$ cat config.mk
export PLATFORM = sky130hd
export DESIGN_NAME = display_layer_arbiter_flat
export DESIGN_NICKNAME = d
export VERILOG_FILES = /design/src/rtl/display_layer_arbiter_if.sv /design/src/rtl/display_layer_arbiter.sv /design/src/flat_wrapper.sv
export SDC_FILE = /design/constraint.sdc
export NUM_CORES = 1
export LEC_CHECK = 0
export CORE_ASPECT_RATIO = 0.5
export CORE_UTILIZATION = 48
export CTS_BUF_LIST = sky130_fd_sc_hd__clkbuf_4 sky130_fd_sc_hd__clkbuf_8
export DETAILED_ROUTE_END_ITERATION = 8
export PLACE_DENSITY = 0.81
export SLEW_MARGIN = 25
export SYNTH_ARGS = -nofsm -noshare
export SYNTH_HDL_FRONTEND = slang
export SYNTH_SLANG_ARGS = --single-unit
$ cat constraint.sdc
create_clock -name clk -period 2.47 [get_ports clk]
set_input_delay 0.247 -clock clk [delete_from_list [all_inputs] [get_ports clk]]
set_output_delay 0.247 -clock clk [all_outputs]
set_load 0.005 [all_outputs]
$ cat src/rtl/display_layer_arbiter_if.sv
// Pixel-domain bus between the VGA timing/layer sources and the display layer arbiter.
// The master side drives timing, layer hits/colours and config; the slave side drives the pins.
interface display_layer_arbiter_if #(
  parameter int COLOR_W = 12
);
  logic               in_valid;
  logic               in_hsync;
  logic               in_vsync;
  logic               mouse_hit;
  logic [COLOR_W-1:0] mouse_pix;
  logic               card_hit;
  logic [COLOR_W-1:0] card_pix;
  logic               button_hit;
  logic [COLOR_W-1:0] button_pix;
  logic [COLOR_W-1:0] bg_pix;
  logic [2:0]         cfg_layer_en;
  logic               hsync;
  logic               vsync;
  logic [3:0]         vgaRed;
  logic [3:0]         vgaGreen;
  logic [3:0]         vgaBlue;
  logic [1:0]         cur_layer;
  logic               frame_start;

  modport master (
    output in_valid, in_hsync, in_vsync,
    output mouse_hit, mouse_pix, card_hit, card_pix, button_hit, button_pix, bg_pix,
    output cfg_layer_en,
    input  hsync, vsync, vgaRed, vgaGreen, vgaBlue, cur_layer, frame_start
  );

  modport slave (
    input  in_valid, in_hsync, in_vsync,
    input  mouse_hit, mouse_pix, card_hit, card_pix, button_hit, button_pix, bg_pix,
    input  cfg_layer_en,
    output hsync, vsync, vgaRed, vgaGreen, vgaBlue, cur_layer, frame_start
  );
endinterface

$ cat src/rtl/display_layer_arbiter.sv
// Two-stage per-pixel compositor: mouse > card/button (rotating tie) > background.
// Optional build macro CURSOR_BLINK_EN hides the cursor every other 32 frames.
module display_layer_arbiter #(
  parameter int               COLOR_W     = 12,
  parameter logic [COLOR_W-1:0] BLANK_COLOR = '0,
  parameter bit               TIE_ROTATE  = 1'b1
) (
  input  logic                   clk,
  input  logic                   rst,
  display_layer_arbiter_if.slave bus
);

  typedef enum logic [1:0] {
    LAYER_BG     = 2'd0,
    LAYER_BUTTON = 2'd1,
    LAYER_CARD   = 2'd2,
    LAYER_MOUSE  = 2'd3
  } layer_e;

  logic               vsync_prev;
  logic               frame_edge;
  logic [2:0]         shadow_en;
  logic               tie_ptr;
  logic               frame_start_q;
  logic               mouse_ok;

  logic               s1_valid;
  logic               s1_hsync;
  logic               s1_vsync;
  logic               s1_mouse_hit;
  logic               s1_card_hit;
  logic               s1_button_hit;
  logic               s1_tie;
  logic [COLOR_W-1:0] s1_mouse_pix;
  logic [COLOR_W-1:0] s1_card_pix;
  logic [COLOR_W-1:0] s1_button_pix;
  logic [COLOR_W-1:0] s1_bg_pix;

  layer_e             sel_layer;
  logic [COLOR_W-1:0] sel_pix;

  layer_e             layer_q;
  logic [COLOR_W-1:0] pix_q;
  logic               hsync_q;
  logic               vsync_q;

  assign frame_edge = vsync_prev & ~bus.in_vsync;

  // Frame-boundary bookkeeping: enables and tie pointer only move on a vsync falling edge
  always_ff @(posedge clk or posedge rst) begin
    if (rst) begin
      vsync_prev    <= 1'b1;
      shadow_en     <= 3'b111;
      tie_ptr       <= 1'b0;
      frame_start_q <= 1'b0;
    end else begin
      vsync_prev    <= bus.in_vsync;
      frame_start_q <= frame_edge;
      if (frame_edge) begin
        shadow_en <= bus.cfg_layer_en;
        tie_ptr   <= TIE_ROTATE ? ~tie_ptr : 1'b0;
      end
    end
  end

`ifdef CURSOR_BLINK_EN
  logic [5:0] frame_cnt;

  always_ff @(posedge clk or posedge rst) begin
    if (rst) begin
      frame_cnt <= '0;
    end else if (frame_edge) begin
      frame_cnt <= frame_cnt + 6'd1;
    end
  end

  assign mouse_ok = shadow_en[2] & ~frame_cnt[5];
`else
  assign mouse_ok = shadow_en[2];
`endif

  // Stage 1 captures the pixel with the shadow enables and tie pointer that were current for it
  always_ff @(posedge clk or posedge rst) begin
    if (rst) begin
      s1_valid      <= 1'b0;
      s1_hsync      <= 1'b1;
      s1_vsync      <= 1'b1;
      s1_mouse_hit  <= 1'b0;
      s1_card_hit   <= 1'b0;
      s1_button_hit <= 1'b0;
      s1_tie        <= 1'b0;
      s1_mouse_pix  <= '0;
      s1_card_pix   <= '0;
      s1_button_pix <= '0;
      s1_bg_pix     <= '0;
    end else begin
      s1_valid      <= bus.in_valid;
      s1_hsync      <= bus.in_hsync;
      s1_vsync      <= bus.in_vsync;
      s1_mouse_hit  <= bus.mouse_hit & mouse_ok;
      s1_card_hit   <= bus.card_hit & shadow_en[1];
      s1_button_hit <= bus.button_hit & shadow_en[0];
      s1_tie        <= tie_ptr;
      s1_mouse_pix  <= bus.mouse_pix;
      s1_card_pix   <= bus.card_pix;
      s1_button_pix <= bus.button_pix;
      s1_bg_pix     <= bus.bg_pix;
    end
  end

  always_comb begin
    sel_layer = LAYER_BG;
    sel_pix   = s1_bg_pix;
    if (!s1_valid) begin
      sel_layer = LAYER_BG;
      sel_pix   = BLANK_COLOR;
    end else if (s1_mouse_hit) begin
      sel_layer = LAYER_MOUSE;
      sel_pix   = s1_mouse_pix;
    end else if (s1_card_hit && s1_button_hit) begin
      if (s1_tie) begin
        sel_layer = LAYER_BUTTON;
        sel_pix   = s1_button_pix;
      end else begin
        sel_layer = LAYER_CARD;
        sel_pix   = s1_card_pix;
      end
    end else if (s1_card_hit) begin
      sel_layer = LAYER_CARD;
      sel_pix   = s1_card_pix;
    end else if (s1_button_hit) begin
      sel_layer = LAYER_BUTTON;
      sel_pix   = s1_button_pix;
    end
  end

  // Stage 2 keeps the syncs in step with the selected colour
  always_ff @(posedge clk or posedge rst) begin
    if (rst) begin
      layer_q <= LAYER_BG;
      pix_q   <= BLANK_COLOR;
      hsync_q <= 1'b1;
      vsync_q <= 1'b1;
    end else begin
      layer_q <= sel_layer;
      pix_q   <= sel_pix;
      hsync_q <= s1_hsync;
      vsync_q <= s1_vsync;
    end
  end

  assign bus.hsync       = hsync_q;
  assign bus.vsync       = vsync_q;
  assign bus.vgaRed      = pix_q[11:8];
  assign bus.vgaGreen    = pix_q[7:4];
  assign bus.vgaBlue     = pix_q[3:0];
  assign bus.cur_layer   = layer_q;
  assign bus.frame_start = frame_start_q;

endmodule

$ cat src/flat_wrapper.sv
// flat-port wrapper written by rule: the top's interface ports become plain ports
module display_layer_arbiter_flat 
#(
  parameter int               COLOR_W     = 12,
  parameter logic [COLOR_W-1:0] BLANK_COLOR = '0,
  parameter bit               TIE_ROTATE  = 1'b1
)
  (clk, rst, bus_in_valid, bus_in_hsync, bus_in_vsync, bus_mouse_hit, bus_mouse_pix, bus_card_hit, bus_card_pix, bus_button_hit, bus_button_pix, bus_bg_pix, bus_cfg_layer_en, bus_hsync, bus_vsync, bus_vgaRed, bus_vgaGreen, bus_vgaBlue, bus_cur_layer, bus_frame_start);
  display_layer_arbiter_if #(.COLOR_W(COLOR_W)) bus_i ();
  input  logic clk;
  input  logic rst;
  input wire logic [$bits(bus_i.in_valid)-1:0] bus_in_valid;
  input wire logic [$bits(bus_i.in_hsync)-1:0] bus_in_hsync;
  input wire logic [$bits(bus_i.in_vsync)-1:0] bus_in_vsync;
  input wire logic [$bits(bus_i.mouse_hit)-1:0] bus_mouse_hit;
  input wire logic [$bits(bus_i.mouse_pix)-1:0] bus_mouse_pix;
  input wire logic [$bits(bus_i.card_hit)-1:0] bus_card_hit;
  input wire logic [$bits(bus_i.card_pix)-1:0] bus_card_pix;
  input wire logic [$bits(bus_i.button_hit)-1:0] bus_button_hit;
  input wire logic [$bits(bus_i.button_pix)-1:0] bus_button_pix;
  input wire logic [$bits(bus_i.bg_pix)-1:0] bus_bg_pix;
  input wire logic [$bits(bus_i.cfg_layer_en)-1:0] bus_cfg_layer_en;
  output wire logic [$bits(bus_i.hsync)-1:0] bus_hsync;
  output wire logic [$bits(bus_i.vsync)-1:0] bus_vsync;
  output wire logic [$bits(bus_i.vgaRed)-1:0] bus_vgaRed;
  output wire logic [$bits(bus_i.vgaGreen)-1:0] bus_vgaGreen;
  output wire logic [$bits(bus_i.vgaBlue)-1:0] bus_vgaBlue;
  output wire logic [$bits(bus_i.cur_layer)-1:0] bus_cur_layer;
  output wire logic [$bits(bus_i.frame_start)-1:0] bus_frame_start;
  assign bus_i.in_valid = bus_in_valid;
  assign bus_i.in_hsync = bus_in_hsync;
  assign bus_i.in_vsync = bus_in_vsync;
  assign bus_i.mouse_hit = bus_mouse_hit;
  assign bus_i.mouse_pix = bus_mouse_pix;
  assign bus_i.card_hit = bus_card_hit;
  assign bus_i.card_pix = bus_card_pix;
  assign bus_i.button_hit = bus_button_hit;
  assign bus_i.button_pix = bus_button_pix;
  assign bus_i.bg_pix = bus_bg_pix;
  assign bus_i.cfg_layer_en = bus_cfg_layer_en;
  assign bus_hsync = bus_i.hsync;
  assign bus_vsync = bus_i.vsync;
  assign bus_vgaRed = bus_i.vgaRed;
  assign bus_vgaGreen = bus_i.vgaGreen;
  assign bus_vgaBlue = bus_i.vgaBlue;
  assign bus_cur_layer = bus_i.cur_layer;
  assign bus_frame_start = bus_i.frame_start;
  display_layer_arbiter #(.COLOR_W(COLOR_W), .BLANK_COLOR(BLANK_COLOR), .TIE_ROTATE(TIE_ROTATE)) u_core (.clk(clk), .rst(rst), .bus(bus_i));
endmodule
==> results of run 1 <==
cells by family after synthesis:
| family | Yosys count | share of synthesized area |
|---|---|---|
| compound gates | 40 | 0.106 |
| xor+xnor | 1 | 0.00347 |
| buf+inv | 11 | 0.0322 |
| flops | 76 | 0.757 |
| mux | 8 | 0.0357 |
| simple gates | 31 | 0.0655 |
Yosys cell counts, drive strengths merged:
| library cell | count |
|---|---|
| clkbuf | 2 |
| and2b | 1 |
| dfrtp | 69 |
| inv | 3 |
| xor2 | 1 |
| a21boi | 2 |
| nand2 | 13 |
| and3 | 5 |
| a211oi | 12 |
| dfstp | 7 |
| o21ai | 18 |
| buf | 6 |
| and2 | 4 |
| o221ai | 7 |
| a21bo | 1 |
| mux2 | 8 |
| nor2b | 8 |
power groups by stage:
stage,registers (mW),clock network (mW),logic [mW]
2_1_floorplan,1.42,0,0.157
3_3_place_gp,1.45,0,0.312
3_5_place_dp,1.45,0,0.325
4_1_cts,1.43,0.823,0.326
5_1_grt,1.44,0.879,0.353
6_report,1.43,0.803,0.324
cell type report:
cell class	count	area (sq um)	share of cell area
Sequential cell	76	1910	0.548
Timing Repair Buffer	77	778	0.223
Multi-Input combinational cell	80	531	0.152
Clock buffer	10	138	0.0395
Tap cell	70	87.6	0.0251
Clock inverter	6	30.0	0.00861
Inverter	3	11.3	0.00323
state kept, by name, summed over array words and instances (netlist names), 2 cells and up:
| signal | flops |
|---|---|
| u_core.pix_q | 12 |
| u_core.s1_mouse_pix | 12 |
| u_core.s1_bg_pix | 12 |
| u_core.shadow_en | 3 |
| u_core.bus.cur_layer | 2 |
| u_core.s1_button_pix | 12 |
| u_core.s1_card_pix | 12 |
per-layer routing:
metal / up-vias / part of all wire / routed length [microns]
li1: 734 / - / -
met1: 806 / 0.38 / 1920
met2: 63 / 0.53 / 2660
met3: 7 / 0.070 / 350
met4: 0 / 0.012 / 61
met5: - / 0 / 0
critical path, cell delays in order, from the launching register on:
cell and delay [ns]:
dfrtp_1 0.92, nand2_2 0.39, a211oi_1 0.36, o21ai_1 0.11
stage by stage:
step                      cell area, sq um  instances  worst slack [ns]  total power, mW
after global placement                3320        306             0.734             1.76
after CTS                             3490        322             0.583             2.58
after detailed placement              3320        306             0.601             1.78
after global routing                  3490        322             0.397             2.67
after floorplan                       2520        167             0.296             1.58
final                                 3490        322             0.568             2.55
how the worst min path moves through the flow:
stage | startpoint | to | slack, ns | cells past startpoint
2_1_floorplan | bus_in_hsync | u_core.s1_hsync | 0.25 | 0
3_3_place_gp | u_core.s1_hsync | u_core.bus.hsync | 0.35 | 0
3_5_place_dp | u_core.s1_hsync | u_core.bus.hsync | 0.35 | 0
4_1_cts | bus_in_hsync | u_core.s1_hsync | 0.28 | 1
5_1_grt | bus_in_hsync | u_core.s1_hsync | 0.30 | 1
6_report | bus_in_hsync | u_core.s1_hsync | 0.30 | 1
==> out/metrics.cfg, run 1 <==
[timing]
maxSlewHeadroom=0.414
period_needed_ns=1.90
rsz0062_at_grt=no
fin_tns_setup_ns=0
whs_ns=0.301
hold_viol_final=0
finalSetupViolations=0
tightest_slew_ns=0.879
post-route-period-util=0.770
final_max_slew_viol_count=0
clock.fmax_mhz=526
finalClockSkew_ns=0.00652

[routing]
finalWirelength_mm=5.00
drcViolationCount=0
vias=1610
wire_per_inst_microns=15.5
drt_first_pass_iters=6
drt_iter0_markers=43
viasPerCell=5.00
antenna_left=0

[critical_path]
startpoint=u_core.s1_button_hit
arrival_ns=2.12
r2r_setup_slack_ns=0.57
end_kind=register
critPathLaunchType=register
reg2reg_depth=3
path_max_fanout=27
cp.required_ns=2.69
rr_endpoint=u_core.pix_q[6]
setup.worst_path.end=u_core.pix_q[6]
critPathKind=reg2reg
r2r_start=u_core.s1_button_hit

[pwr]
switching_share=0.242
p_per_area_nw_per_um2=733
combinationalPowerShare=0.127
power.leakage_nw=1.48
p_int_mw=1.94
p_seq_frac=0.559
p_switching_uw=619
vdd_drop_max_mv=0.502
clkPwrFrac=0.314

[cts]
cts_sinks=76
path_clk_slew_ns=0.07
holdBufCountCts=0
clock_latency_ns=0.35
cts_resized=0
clockBufferDepth=2
post-cts-setup-buffers=0
tritoncts=done
root_buffer=clkbuf_8
cts_buffers=9
h-tree-depth=3

[floorplanning]
core_area_sq_um=5000
start_util=0.505
die_h_microns=53.3
rows=18
die_area_sq_um=5570
fp.dieW_microns=105
pin_count=76

[logic_synthesis]
yosys.area.top_type_share=0.685
ys_seq_elements=76
synth_area_sq_um=2520
yosysSeqAreaShare=0.757
synth.distinct_cells=21
synth-warning-count=0
synth.area.top_cells=dfrtp_1, dfstp_2, a211oi_1
synth_area_leader_cell=dfrtp_1
syn_avg_cell_area_sq_um=15.1
synth_nets=226
synthesis.instances=167

[placement]
gp_congestion=0.728
place_hpwl_mm=3.45
numPortBuffers=75

[grt]
grt_use_total=0.202
grt_overflow_total=0
grtUsageMet3=0.0727
use_met1=0.214
grt_first_pass_wirelength_mm=7.78
antenna_found_initial=0
grtUsageMet2=0.365
busiest_layer=met2
grt_pass1_vias=1698
grt_max_degree=38

[layout]
drive_above_1_share=0.139
final_cell_mix=clkdlybuf4s50_1, dfrtp_1, a211oi_1, nand2_1, o21ai_1
final_common_cell=clkdlybuf4s50_1
post-route-util=0.697
nets=306
syn_to_final_growth_pct=38.2
diodes=0
fill_cells=350

[flow_run]
cap_viol_max_count=0

[run_status]
status=completed

[worst_hold_path]
hold_path_class=in2reg

No activity file was read; power rests on OpenSTA's default activity.
==> run 2: changes to the inputs <==
Settings changed: CORE_UTILIZATION 48 to 43, PLACE_DENSITY 0.81 to 0.77.
Clock period 2.47 ns to 1.7 ns, I/O delays scaled along.
==> run 2 against run 1 <==
Power rose by 48%; sequential power rose by 45%; clock skew barely moved; non-clock buffer count rose by 3; first-iteration DRC count fell by 16%; worst setup slack got worse by 0.38 ns; largest cell class unchanged; highest routed layer unchanged; global-route usage fell by 1.5 points.
==> out/metrics.cfg, run 2 (synthesis gave the netlist of run 1 again) <==
[run_status]
status=completed

[cts]
post-cts-setup-buffers=0
root_buffer=clkbuf_8
path_clk_slew_ns=0.06
clockBufferDepth=2
tritoncts=done
cts_sinks=76
clock_latency_ns=0.35
h-tree-depth=3
holdBufCountCts=0
cts_buffers=9

[critical_path]
end_kind=output pin
r2r_setup_slack_ns=0.32
r2r_start=u_core.s1_button_hit
reg2reg_depth=3
crit_chain=clkdlybuf4s50_1
setup.worst_path.end=bus_vsync
crit_cells=1
startpoint=u_core.bus.vsync
cp.required_ns=1.53
cp_top_family=flip-flops
arrival_ns=1.34
critPathKind=reg2out
max_stage_delay_ns=0.51
rr_endpoint=u_core.pix_q[3]
cp_slowest_cell=dfstp_2
critPathBufInv=1
critPathLaunchType=register
path_max_fanout=1

[timing]
rsz0062_at_grt=no
period_needed_ns=1.51
post-route-period-util=0.888
finalSetupViolations=0
fin_tns_setup_ns=0
maxSlewHeadroom=0.626
clock.fmax_mhz=662
finalClockSkew_ns=0.00612
hold_viol_final=0
tightest_slew_ns=0.561
final_max_slew_viol_count=0

[worst_hold_path]
hold_path_class=in2async

[routing]
wl_met1_mm=1.97
routed-wl-met3_microns=267
drcViolationCount=0
drt_first_pass_iters=4
route.met2.wl_mm=2.67
antenna_left=0
drt_iter0_markers=36
vias=1622
viasPerCell=4.95
route.top_layer_used=met4
finalWirelength_mm=5.01
wire_per_inst_microns=15.3

[floorplanning]
core_area_sq_um=5560
start_util=0.453
pin_count=76
die_area_sq_um=6200
die_h_microns=56.2
rows=19
fp.dieW_microns=110

[pwr]
vdd_drop_max_mv=0.574
p_per_area_nw_per_um2=1070
power.leakage_nw=1.50

[layout]
syn_to_final_growth_pct=40.3
final_common_cell=clkdlybuf4s50_1
diodes=0
final_cell_mix=clkdlybuf4s50_1, dfrtp_1, a211oi_1, nand2_1, o21ai_1
nets=309
drive_above_1_share=0.153
post-route-util=0.636

[placement]
place_hpwl_mm=3.63
gp_congestion=0.744
numPortBuffers=75

[grt]
grt_first_pass_wirelength_mm=7.99
grt_use_total=0.186
grt_overflow_total=0
grt_pass1_vias=1745
antenna_found_initial=0
grt_max_degree=31

[flow_run]
cap_viol_max_count=0

[run 2: repair_timing]
item	4_1_cts	5_1_grt
gates resized for setup	0	1
hold endpoints to repair	0	0
setup endpoints to repair	0	3
[run 2: power by group]
group | internal (mW) | switching (mW)
Sequential | 1.97 | 0.0963
Clock | 0.631 | 0.577
Combinational | 0.302 | 0.196
[run 2: worst min-delay path by stage]
stage,from,endpoint,slack (ns),depth (start not counted)
floorplan,bus_in_hsync,u_core.s1_hsync,0.17,0
global placement,u_core.s1_hsync,u_core.bus.hsync,0.35,0
detailed placement,u_core.s1_hsync,u_core.bus.hsync,0.35,0
CTS,rst,u_core.s1_tie,0.19,2
global route,bus_in_hsync,u_core.s1_hsync,0.21,1
finish,rst,u_core.s1_bg_pix[2],0.18,2
[run 2: metal layers]
| metal | track usage | up-vias |
|---|---|---|
| met1 | 0.200 | 824 |
| met5 | 0 | - |
| met4 | 0.0921 | 0 |
| met3 | 0.0831 | 11 |
| li1 | - | 742 |
| met2 | 0.311 | 45 |
[run 2: layout make-up]
| type | count | area (sq um) |
|---|---|---|
| well taps | 73 | 91.3 |
| clock buffers | 14 | 168 |
| flip-flops and latches | 76 | 1910 |
| multi-input cells | 80 | 531 |
| clock inverters | 2 | 10.0 |
| fillers | 412 | 2020 |
| repair buffers | 80 | 813 |
| inverters | 3 | 15.0 |
[run 2: through the flow]
step | power (mW) | instances | setup slack [ns] | hold slack [ns] | area [sq um]
after floorplan | 2.29 | 167 | 0.540 | 0.174 | 2530
after global placement | 2.57 | 312 | 0.286 | 0.346 | 3360
after detailed placement | 2.60 | 312 | 0.109 | 0.348 | 3360
after CTS | 3.81 | 328 | 0.0907 | 0.187 | 3540
after global routing | 3.96 | 328 | 0.138 | 0.214 | 3540
final | 3.77 | 328 | 0.190 | 0.182 | 3540
==> run 3: changes to the inputs <==
Settings changed: CORE_UTILIZATION 43 to 50, PLACE_DENSITY 0.77 to 0.84, TNS_END_PERCENT from default to 30.
Clock period 1.7 ns to 1.9 ns, I/O delays scaled along.
==> run 3 against run 2 <==
Power fell by 9.6%; clock power decreased by 7%; worst setup slack lost 0.072 ns; critical endpoint is now u_core.pix_q[3].
==> out/metrics.cfg, run 3 (synthesis gave the netlist of run 1 again) <==
[pwr]
vdd_drop_max_mv=0.537
power.leakage_nw=1.48
p_per_area_nw_per_um2=973
finalPower_mw=3.41

[run_status]
status=completed

[critical_path]
max_stage_delay_ns=0.78
critPathLaunchType=register
crit_cells=3
crit_chain=nand2_2, a211oi_1, o21ai_1
critPathBufInv=0
cp_top_family=flip-flops
reg2reg_depth=3
rr_endpoint=u_core.pix_q[3]
critPathKind=reg2reg
r2r_start=u_core.s1_button_hit
startpoint=u_core.s1_button_hit
arrival_ns=2.01
cp_slowest_cell=dfrtp_1
r2r_setup_slack_ns=0.12
end_kind=register
path_max_fanout=20
cp.required_ns=2.13
setup.worst_path.end=u_core.pix_q[3]

[timing]
maxSlewHeadroom=0.549
fin_tns_setup_ns=0
fin_ws_ns=0.118
hold_viol_final=0
final_max_slew_viol_count=0
clock.fmax_mhz=561
post-route-period-util=0.938
period_needed_ns=1.78
rsz0062_at_grt=no
finalSetupViolations=0
finalClockSkew_ns=0.00832
tightest_slew_ns=0.676

[routing]
drt_first_pass_iters=4
wire_per_inst_microns=16.9
vias=1636
finalWirelength_mm=5.38
drt_iter0_markers=67
viasPerCell=5.13
antenna_left=0
drcViolationCount=0

[layout]
nets=307
final_cell_mix=clkdlybuf4s50_1, dfrtp_1, a211oi_1, nand2_1, o21ai_1
final_common_cell=clkdlybuf4s50_1
diodes=0
post-route-util=0.760
syn_to_final_growth_pct=39.1
design_area_sq_um=3510
drive_above_1_share=0.142

[cts]
post-cts-setup-buffers=0
tritoncts=done
holdBufCountCts=0
h-tree-depth=3
cts_buffers=9
path_clk_slew_ns=0.07
clock_latency_ns=0.35
root_buffer=clkbuf_8
clockBufferDepth=2
cts_resized=0
cts_sinks=76

[placement]
place_ws_ns=0.224
place_hpwl_mm=3.41
gp_congestion=0.714
numPortBuffers=75
post_dp_cell_area_sq_um=3320

[floorplanning]
start_util=0.546
die_h_microns=52.2
rows=17
fp.dieW_microns=102
core_area_sq_um=4620
pin_count=76
die_area_sq_um=5350

[grt]
grt_pass1_vias=1727
antenna_found_initial=0
grt_max_degree=75
grt_first_pass_wirelength_mm=8.28
grt_overflow_total=0
grt_use_total=0.229

[worst_hold_path]
hold_path_class=in2async

[flow_run]
cap_viol_max_count=0

==> run 3: final cells by class <==
type / count / area (sq um)
sequential: 76 / 1910
tap: 66 / 82.6
clock buffer: 14 / 174
multi-input combinational: 80 / 531
timing repair buffer: 78 / 786
fill: 286 / 1110
clock inverter: 2 / 10.0
inverter: 3 / 15.0
==> run 3: metrics by stage <==
stage	hold WS, ns	std cells
2_1_floorplan	0.194	167
3_3_place_gp	0.346	303
3_5_place_dp	0.347	303
4_1_cts	0.235	319
5_1_grt	0.242	319
6_report	0.247	319
==> run 3: worst min-delay path by stage <==
stage	to	slack, ns	start	depth (start not counted)
final	u_core.s1_hsync	0.25	rst	2
after global routing	u_core.s1_hsync	0.24	bus_in_hsync	1
after CTS	u_core.s1_hsync	0.24	rst	2
after detailed placement	u_core.bus.hsync	0.35	u_core.s1_hsync	0
after global placement	u_core.bus.hsync	0.35	u_core.s1_hsync	0
after floorplan	u_core.s1_hsync	0.19	bus_in_hsync	0
==> run 3: worst register-to-register path: cells and delay by family, from the launching register on <==
family | cells | cell delay [ns]
compound gates | 2 | 0.54
flops | 1 | 0.78
simple gates | 1 | 0.36
==> run 3: routing by layer <==
layer,GRT usage,share of wire,up-vias
met5,0,0,-
met2,0.389,0.53,63
met3,0.0707,0.051,16
met4,0.133,0.023,0
li1,-,-,739
met1,0.263,0.39,818
==> run 3: power breakdown <==
group	switching, mW	internal (mW)	leakage, nW
Sequential	0.0855	1.76	0.901
Clock	0.534	0.586	0.101
Combinational	0.180	0.264	0.483
